<file path="config.mk">
export PLATFORM = sky130hd
export DESIGN_NAME = exe_stage_seq
export DESIGN_NICKNAME = d
export VERILOG_FILES = /design/src/rtl/exe_seq_pkg.sv /design/src/rtl/exe_stage_seq_sync.sv /design/src/rtl/exe_stage_seq.sv
export SDC_FILE = /design/constraint.sdc
export NUM_CORES = 1
export LEC_CHECK = 0
export BUFFER_PORTS_ARGS = -buffer_cell sky130_fd_sc_hd__buf_2
export CORE_MARGIN = 2
export CORE_UTILIZATION = 47
export DETAILED_ROUTE_END_ITERATION = 6
export GPL_ROUTABILITY_DRIVEN = 0
export PLACE_DENSITY = 0.76
export SETUP_SLACK_MARGIN = 0.3
export SLEW_MARGIN = 10
export SYNTH_ARGS = -nofsm -noshare
export SYNTH_HDL_FRONTEND = slang
export SYNTH_SLANG_ARGS = --single-unit
export TNS_END_PERCENT = 100
</file>
<file path="constraint.sdc">
create_clock -name clk -period 2.31 [get_ports clk]
set_input_delay 0 -clock clk [delete_from_list [all_inputs] [get_ports clk]]
set_output_delay 0 -clock clk [all_outputs]
set_load 0.02 [all_outputs]
</file>
<file path="src/rtl/exe_seq_pkg.sv">
// Shared types and widths for the execute-stage sequencer.
package exe_seq_pkg;

    localparam int unsigned INSTR_W = 32;
    localparam int unsigned ADDR_W  = 32;

    typedef enum logic [2:0] {
        DRAIN,
        IDLE,
        SETUP,
        WAIT,
        OUT,
        ERR
    } state_e;

    // Stage results captured on the completion edge.
    typedef struct packed {
        logic [ADDR_W-1:0] target;
        logic              branch;
        logic              regwrite;
    } exe_res_t;

endpackage

</file>
<file path="src/rtl/exe_stage_seq_sync.sv">
// Multi-flop synchronizer bringing one asynchronous bit into the clk domain.
module sync_bit #(
    parameter int unsigned SYNC_STAGES = 2
) (
    input  logic clk,
    input  logic rst_n,
    input  logic d,
    output logic q
);

    logic [SYNC_STAGES-1:0] sync_q;
    logic [SYNC_STAGES-1:0] sync_d;

    always_comb begin
        sync_d = {sync_q[SYNC_STAGES-2:0], d};
    end

    always_ff @(posedge clk) begin
        if (!rst_n) begin
            sync_q <= '0;
        end else begin
            sync_q <= sync_d;
        end
    end

    assign q = sync_q[SYNC_STAGES-1];

endmodule

</file>
<file path="src/rtl/exe_stage_seq.sv">
// Clocked sequencer driving a self-timed execute stage over a 2-phase req/done
// handshake, with valid/ready ports on both clocked sides and a WAIT timeout.
module exe_stage_seq
    import exe_seq_pkg::*;
#(
    parameter int unsigned SYNC_STAGES    = 2,
    parameter int unsigned TIMEOUT_CYCLES = 64,
    parameter int unsigned TW             = 8
) (
    input  logic               clk,
    input  logic               rst_n,
    input  logic               in_valid,
    output logic               in_ready,
    input  logic [INSTR_W-1:0] in_instr,
    output logic               exe_req,
    output logic [INSTR_W-1:0] exe_instr,
    input  logic               exe_done,
    input  logic [ADDR_W-1:0]  exe_target,
    input  logic               exe_branch,
    input  logic               exe_regwrite,
    output logic               out_valid,
    input  logic               out_ready,
    output logic [INSTR_W-1:0] out_instr,
    output logic [ADDR_W-1:0]  out_target,
    output logic               out_branch,
    output logic               out_regwrite,
    output logic               busy,
    output logic               timeout_err
);

    state_e             state_q, state_d;
    logic               req_q, req_d;
    logic [INSTR_W-1:0] instr_q, instr_d;
    logic [INSTR_W-1:0] out_instr_q, out_instr_d;
    exe_res_t           res_q, res_d;
    logic [TW-1:0]      cnt_q, cnt_d;
    logic               err_q, err_d;
    logic               done_s;
    logic               hs_done;

    sync_bit #(
        .SYNC_STAGES(SYNC_STAGES)
    ) u_done_sync (
        .clk  (clk),
        .rst_n(rst_n),
        .d    (exe_done),
        .q    (done_s)
    );

    // 2-phase: the stage has answered every request once the phases match.
    assign hs_done = (done_s == req_q);

    always_comb begin
        state_d     = state_q;
        req_d       = req_q;
        instr_d     = instr_q;
        out_instr_d = out_instr_q;
        res_d       = res_q;
        cnt_d       = cnt_q;
        err_d       = err_q;
        unique case (state_q)
            DRAIN: begin
                if (hs_done) begin
                    state_d = IDLE;
                end
            end
            IDLE: begin
                if (in_valid) begin
                    instr_d = in_instr;
                    state_d = SETUP;
                end
            end
            SETUP: begin
                req_d   = ~req_q;
                cnt_d   = '0;
                state_d = WAIT;
            end
            WAIT: begin
                // Completion wins over a timeout landing in the same cycle.
                if (hs_done) begin
                    res_d.target   = exe_target;
                    res_d.branch   = exe_branch;
                    res_d.regwrite = exe_regwrite;
                    out_instr_d    = instr_q;
                    state_d        = OUT;
                end else if (cnt_q == TW'(TIMEOUT_CYCLES - 1)) begin
                    err_d   = 1'b1;
                    state_d = ERR;
                end else begin
                    cnt_d = cnt_q + TW'(1);
                end
            end
            OUT: begin
                if (out_ready) begin
                    state_d = IDLE;
                end
            end
            ERR: begin
                state_d = ERR;
            end
            default: begin
                state_d = DRAIN;
            end
        endcase
    end

    always_ff @(posedge clk) begin
        if (!rst_n) begin
            state_q     <= DRAIN;
            req_q       <= 1'b0;
            instr_q     <= '0;
            out_instr_q <= '0;
            res_q       <= '0;
            cnt_q       <= '0;
            err_q       <= 1'b0;
        end else begin
            state_q     <= state_d;
            req_q       <= req_d;
            instr_q     <= instr_d;
            out_instr_q <= out_instr_d;
            res_q       <= res_d;
            cnt_q       <= cnt_d;
            err_q       <= err_d;
        end
    end

    // A done phase that moved while no request was outstanding shows up here.
    always_ff @(posedge clk) begin
        if (rst_n && (state_q == SETUP)) begin
            assert (hs_done)
            else $warning("exe_done toggled with no request outstanding");
        end
    end

    assign in_ready     = (state_q == IDLE);
    assign out_valid    = (state_q == OUT);
    assign busy         = (state_q != IDLE);
    assign exe_req      = req_q;
    assign exe_instr    = instr_q;
    assign out_instr    = out_instr_q;
    assign out_target   = res_q.target;
    assign out_branch   = res_q.branch;
    assign out_regwrite = res_q.regwrite;
    assign timeout_err  = err_q;

endmodule

</file>
# After elaboration in Yosys (flattened, before gate mapping)
# Cells that the tools add are included.
# word_totals
wordCells	43
output_inout_bits	103
register_bits	113
# op_classes
bitwise	2
add_sub_neg	1
reduce_logical	7
muxes	9
eq_ne	14
# ops
op	n
one-hot mux 3 bit (6 select lines)	1
two-way mux 8 bit	2
one-hot mux 8 bit (2 select lines)	1
two-way mux 3 bit	5
adder 8 x 1 -> 8 bit (second input constant)	1
equality test 8 x 6 -> 1 bit (second input constant)	1
inequality test 2 bit (second input constant)	4
equality test 3 x 2 -> 1 bit (second input constant)	2
equality test 3 bit (second input constant)	2
AND reduction 3 bit	2
AND reduction 2 bit	2
AND reduction 4 bit	1
equality test 3 x 1 -> 1 bit (second input constant)	1
zero test 3 bit	1
inequality test 3 x 1 -> 1 bit (second input constant)	1
inequality test 3 bit (second input constant)	1
inequality test 2 x 1 -> 1 bit (second input constant)	1
inverter 1 bit	2
nonzero test 2 bit	1
equality test 1 bit	1

# Logic depth before layout (Yosys ltp)
# logic_depth
depth_word	4
depth_mapped	7

# Cells and area by module
# Synthesis repeated with hierarchy kept, for this count alone.
# hier_totals
cells_unflattened	523
area_unflattened_um2	4129.0
# modules_own_cells
mod	area_per_inst_um2	seq_area_each_um2	cells_each	n_inst
exe_stage_seq	4076.4	2222.1	519	1
sync_bit	52.6	40.0	4	1

# Worst setup path after synthesis
# OpenSTA, ideal clock, no wires.
# synth_timing
path_kind	reg2reg
start	register req_q, in the netlist exe_req
end	register out_instr_q[24], in the netlist out_instr[24]
t_required_ns	2.192
n_path_buf	2
arrival_ns	1.318
synth_period_minus_slack_ns	1.436
path_stages_with_launch	7
setup_slack_ns	0.874
path_cell_list	dfxtp_1 > xor2_1 > nor2_2 > buf_4 > buf_2 > nand2_1 > a21boi_2
# synth_between
elab_chain_cells	2
# synth_lines
element	line	rtl
start: declaration	exe_stage_seq.sv:32	logic req_q, req_d;
start signal: assignment	exe_stage_seq.sv:118	req_q <= req_d;
equality test 1 bit	exe_stage_seq.sv:51	assign hs_done = (done_s == req_q);
AND reduction 2 bit (no source line)	n/a	
end signal: assignment	exe_stage_seq.sv:120	out_instr_q <= out_instr_d;
end: declaration	exe_stage_seq.sv:34	logic [INSTR_W-1:0] out_instr_q, out_instr_d;
# No other way between the ends.
# A chain may end at the register's enable or synchronous reset.

# Worst setup path in the final report
# layout_timing
start	register state_q[2]
end	register res_q, in the netlist out_target[15]
# layout_between
elab_chain_cells	2
# layout_lines
element	line	rtl
start: declaration	exe_stage_seq.sv:31	state_e state_q, state_d;
start signal: assignment	exe_stage_seq.sv:117	state_q <= state_d;
equality test 3 x 2 -> 1 bit	exe_stage_seq.sv:61	unique case (state_q)
AND reduction 2 bit (no source line)	n/a	
end signal: assignment	exe_stage_seq.sv:121	res_q <= res_d;
end: declaration	exe_stage_seq.sv:35	exe_res_t res_q, res_d;
# No other way between the ends.

==> flow_metrics.env <==
export IMPL_slew_viol_final=0
export IMPL_cp_slowest_stage_delay_ps=490
export IMPL_min_period_ps=1710
export IMPL_synth_edf_count=0
export IMPL_yosysUniqueCellTypes=44
export IMPL_end_kind="register"
export IMPL_routedWlPerCell_um=14.3
export IMPL_insertion_delay_ps=500
export IMPL_required_ps=2740
export IMPL_reg2reg_slack_ps=600
export IMPL_hold_path_startpoint="rst_n"
export IMPL_final_antenna_net_count=0
export IMPL_drt_total_wl_um=13000
export IMPL_ys_async_sr_fraction=0
export IMPL_core_region_area_mm2=0.00982
export IMPL_preCtsSetupSlack_ps=617
export IMPL_final_hold_violation_count=0
export IMPL_timing_rr_end="out_target[15]"
export IMPL_diodes=0
export IMPL_maxCapViolCount=0
export IMPL_reg2reg_depth=5
export IMPL_cts_path_max_buffers=2
export IMPL_setup_worst_path_start_class="register"
export IMPL_gr_usage_all_layers=0.239
export IMPL_fin_setup_tns_ps=0
export IMPL_crit_fanout=25
export IMPL_grt_pass1_vias=4550
export IMPL_r2r_start="state_q[2]"
export IMPL_place_inst=806
export IMPL_grt_pass1_wl_um=21100
export IMPL_synthesis_nets=600
export IMPL_antenna_found_initial=0
export IMPL_yosysWarningCount=0
export IMPL_cts_repair_resized=0
export IMPL_cts_sinks=113
export IMPL_htreeDepth=4
export IMPL_grt_max_degree=74
export IMPL_die_x_um=105
export IMPL_syn_area_per_cell_um2=9.05
export IMPL_port_buffers=173
export IMPL_crit_family="simple AND/OR/NAND/NOR gates"
export IMPL_multi_input_area_mm2=0.00227
export IMPL_cts_root_buf="clkbuf_8"
export IMPL_run_status="finished, final reports clean"
export IMPL_nFillCells=729
export IMPL_final_common_cell="buf_2"
export IMPL_cts_tree="built"
export IMPL_crit_buf_inv=1
export IMPL_slew_headroom=0.599
export IMPL_yosysSeqAreaShare=0.473
export IMPL_final_cell_mix="buf_2 (173), nand2_1 (169), dfxtp_1 (113)"
export IMPL_seq_area_mm2=0.00226
export IMPL_dpl_hpwl_um=8020
export IMPL_fin_crit_sh=0.741
export IMPL_drt_initial_drc_count=250
export IMPL_cts_made_buffers=17
export IMPL_fin_area_mm2=0.00697
export IMPL_synth_seq_cells=113
export IMPL_cp_cell_sequence="nand3b_4 -> nand2b_4 -> buf_4 -> nand2_1 -> a21boi_1"
export IMPL_pwr_density_cell_mw_per_mm2=772
export IMPL_viasPerCell=4.94
export IMPL_via_count=4481
export IMPL_fmaxAchievable_mhz=584
export IMPL_hp_class="input port to register"
export IMPL_setup_violations=0
export IMPL_die_h_um=105
export IMPL_drc=0
export IMPL_synthToLayoutAreaGrowth_pct=45.9
export IMPL_rows=36
export IMPL_leakage_nw=3.01
export IMPL_clk_pin_slew_ps=60
export IMPL_clock_skew_final_ps=7.10
export IMPL_ys_flop_type="dfxtp_1"
export IMPL_drt_pass1_iterations=4
export IMPL_finalWorstSetupSlack_ps=598
export IMPL_worst_pin_slew_ps=602
export IMPL_crit_path_top_delay_cell="dfxtp_1"
export IMPL_layout_drive_gt1_share=0.391
export IMPL_nets=833
export IMPL_overflow=0
export IMPL_max_vdd_ir_drop_mv=0.460
export IMPL_path_class="register to register"
export IMPL_whs_path_depth=3
export IMPL_dieArea_mm2=0.0110
export IMPL_min_to="exe_instr[24]"
export IMPL_crit_arrival_ps=2140
export IMPL_ioPinCount=174
export IMPL_rsz0062_at_grt="no"
export IMPL_synth_area_mm2=0.00478
export IMPL_initial_core_util=0.487
export IMPL_final_util=0.710
export IMPL_final_cells=907
export IMPL_place_area_mm2=0.00565
export IMPL_netlist_instances=528
-- per-layer routing --
metal	track usage	share of wire	up-vias
li1	-	-	2199
met5	0	0	-
met3	0.0630	0.052	41
met4	0.117	0.037	0
met1	0.275	0.41	2096
met2	0.410	0.50	145
-- layout make-up --
cell class / count / share of cell area
Clock buffer: 21 / 0.0673
Inverter: 2 / 0.00108
Sequential cell: 113 / 0.324
Tap cell: 133 / 0.0239
Timing Repair Buffer: 250 / 0.235
Multi-Input combinational cell: 377 / 0.325
Clock inverter: 11 / 0.0226
-- Yosys cell counts (3+ instances only) --
| cell | instances | area share |
|---|---|---|
| dfxtp_1 | 113 | 0.47 |
| nand2_2 | 41 | 0.054 |
| buf_12 | 5 | 0.021 |
| buf_2 | 9 | 0.0094 |
| buf_4 | 5 | 0.0079 |
| a21oi_1 | 8 | 0.0084 |
| a21boi_1 | 57 | 0.090 |
| clkbuf_1 | 17 | 0.013 |
| nand2_1 | 169 | 0.13 |
| a21boi_2 | 40 | 0.094 |
| nor2_1 | 7 | 0.0055 |
| and2_1 | 4 | 0.0052 |
| nand3_1 | 11 | 0.012 |
| o21ai_0 | 6 | 0.0063 |
| nand2b_1 | 3 | 0.0039 |
-- sequential cells by signal, summed over array words and instances (netlist names) --
| register | count |
|---|---|
| exe_instr | 32 |
| out_instr | 32 |
| out_target | 32 |
| cnt_q | 8 |
| state_q | 3 |
| u_done_sync.sync_q | 2 |
| exe_req | 1 |
| out_branch | 1 |
| out_regwrite | 1 |
| timeout_err | 1 |
-- kinds of logic (layout without fill, tap and decap cells) --
| kind of cell | Yosys count | count (layout) | synth area share |
|---|---|---|---|
| xor gates and xnor gates | 3 | 3 | 0.00707 |
| DFF | 113 | 113 | 0.473 |
| and+or+nand+nor | 251 | 251 | 0.246 |
| adders and majority gates | 1 | 1 | 0.00262 |
| AOI/OAI and AO/OA | 122 | 122 | 0.218 |
| buffers and inverters | 38 | 284 | 0.0532 |
-- power by group --
part           switching (mW)  total, mW  internal (mW)
sequential             0.0577       2.07           2.02
combinational           0.324      0.599          0.275
clock                   0.855       2.71           1.85
total                    1.24       5.38           4.14
-- worst max path at each step --
stage	to	from	depth (start not counted)	slack [ps]
global placement	out_target[15]	state_q[2]	5	700
detailed placement	out_target[15]	state_q[2]	5	620
finish	out_target[15]	state_q[2]	5	600
global route	out_target[2]	state_q[2]	5	500
CTS	out_target[15]	state_q[2]	5	600
floorplan	out_instr[24]	exe_req	6	870
-- worst register-to-register path, stage by stage, from the launching register on --
cell	delay [ps]
dfxtp_1	490
nand3b_4	250
nand2b_4	350
buf_4	310
nand2_1	90
a21boi_1	140
-- what timing repair did --
item | CTS | global route
endpoints found under the hold margin | 70 | 0
hold buffers | 69 | 0
buffers inserted | 0 | 0
-- stage by stage --
stage | hold slack, ps | power [mW]
2_1_floorplan | 127 | 2.45
3_3_place_gp | 210 | 2.61
3_5_place_dp | 213 | 2.62
4_1_cts | 32.1 | 5.43
5_1_grt | 58.6 | 5.59
6_report | 49.3 | 5.38
(Power assumes the default switching activity.)
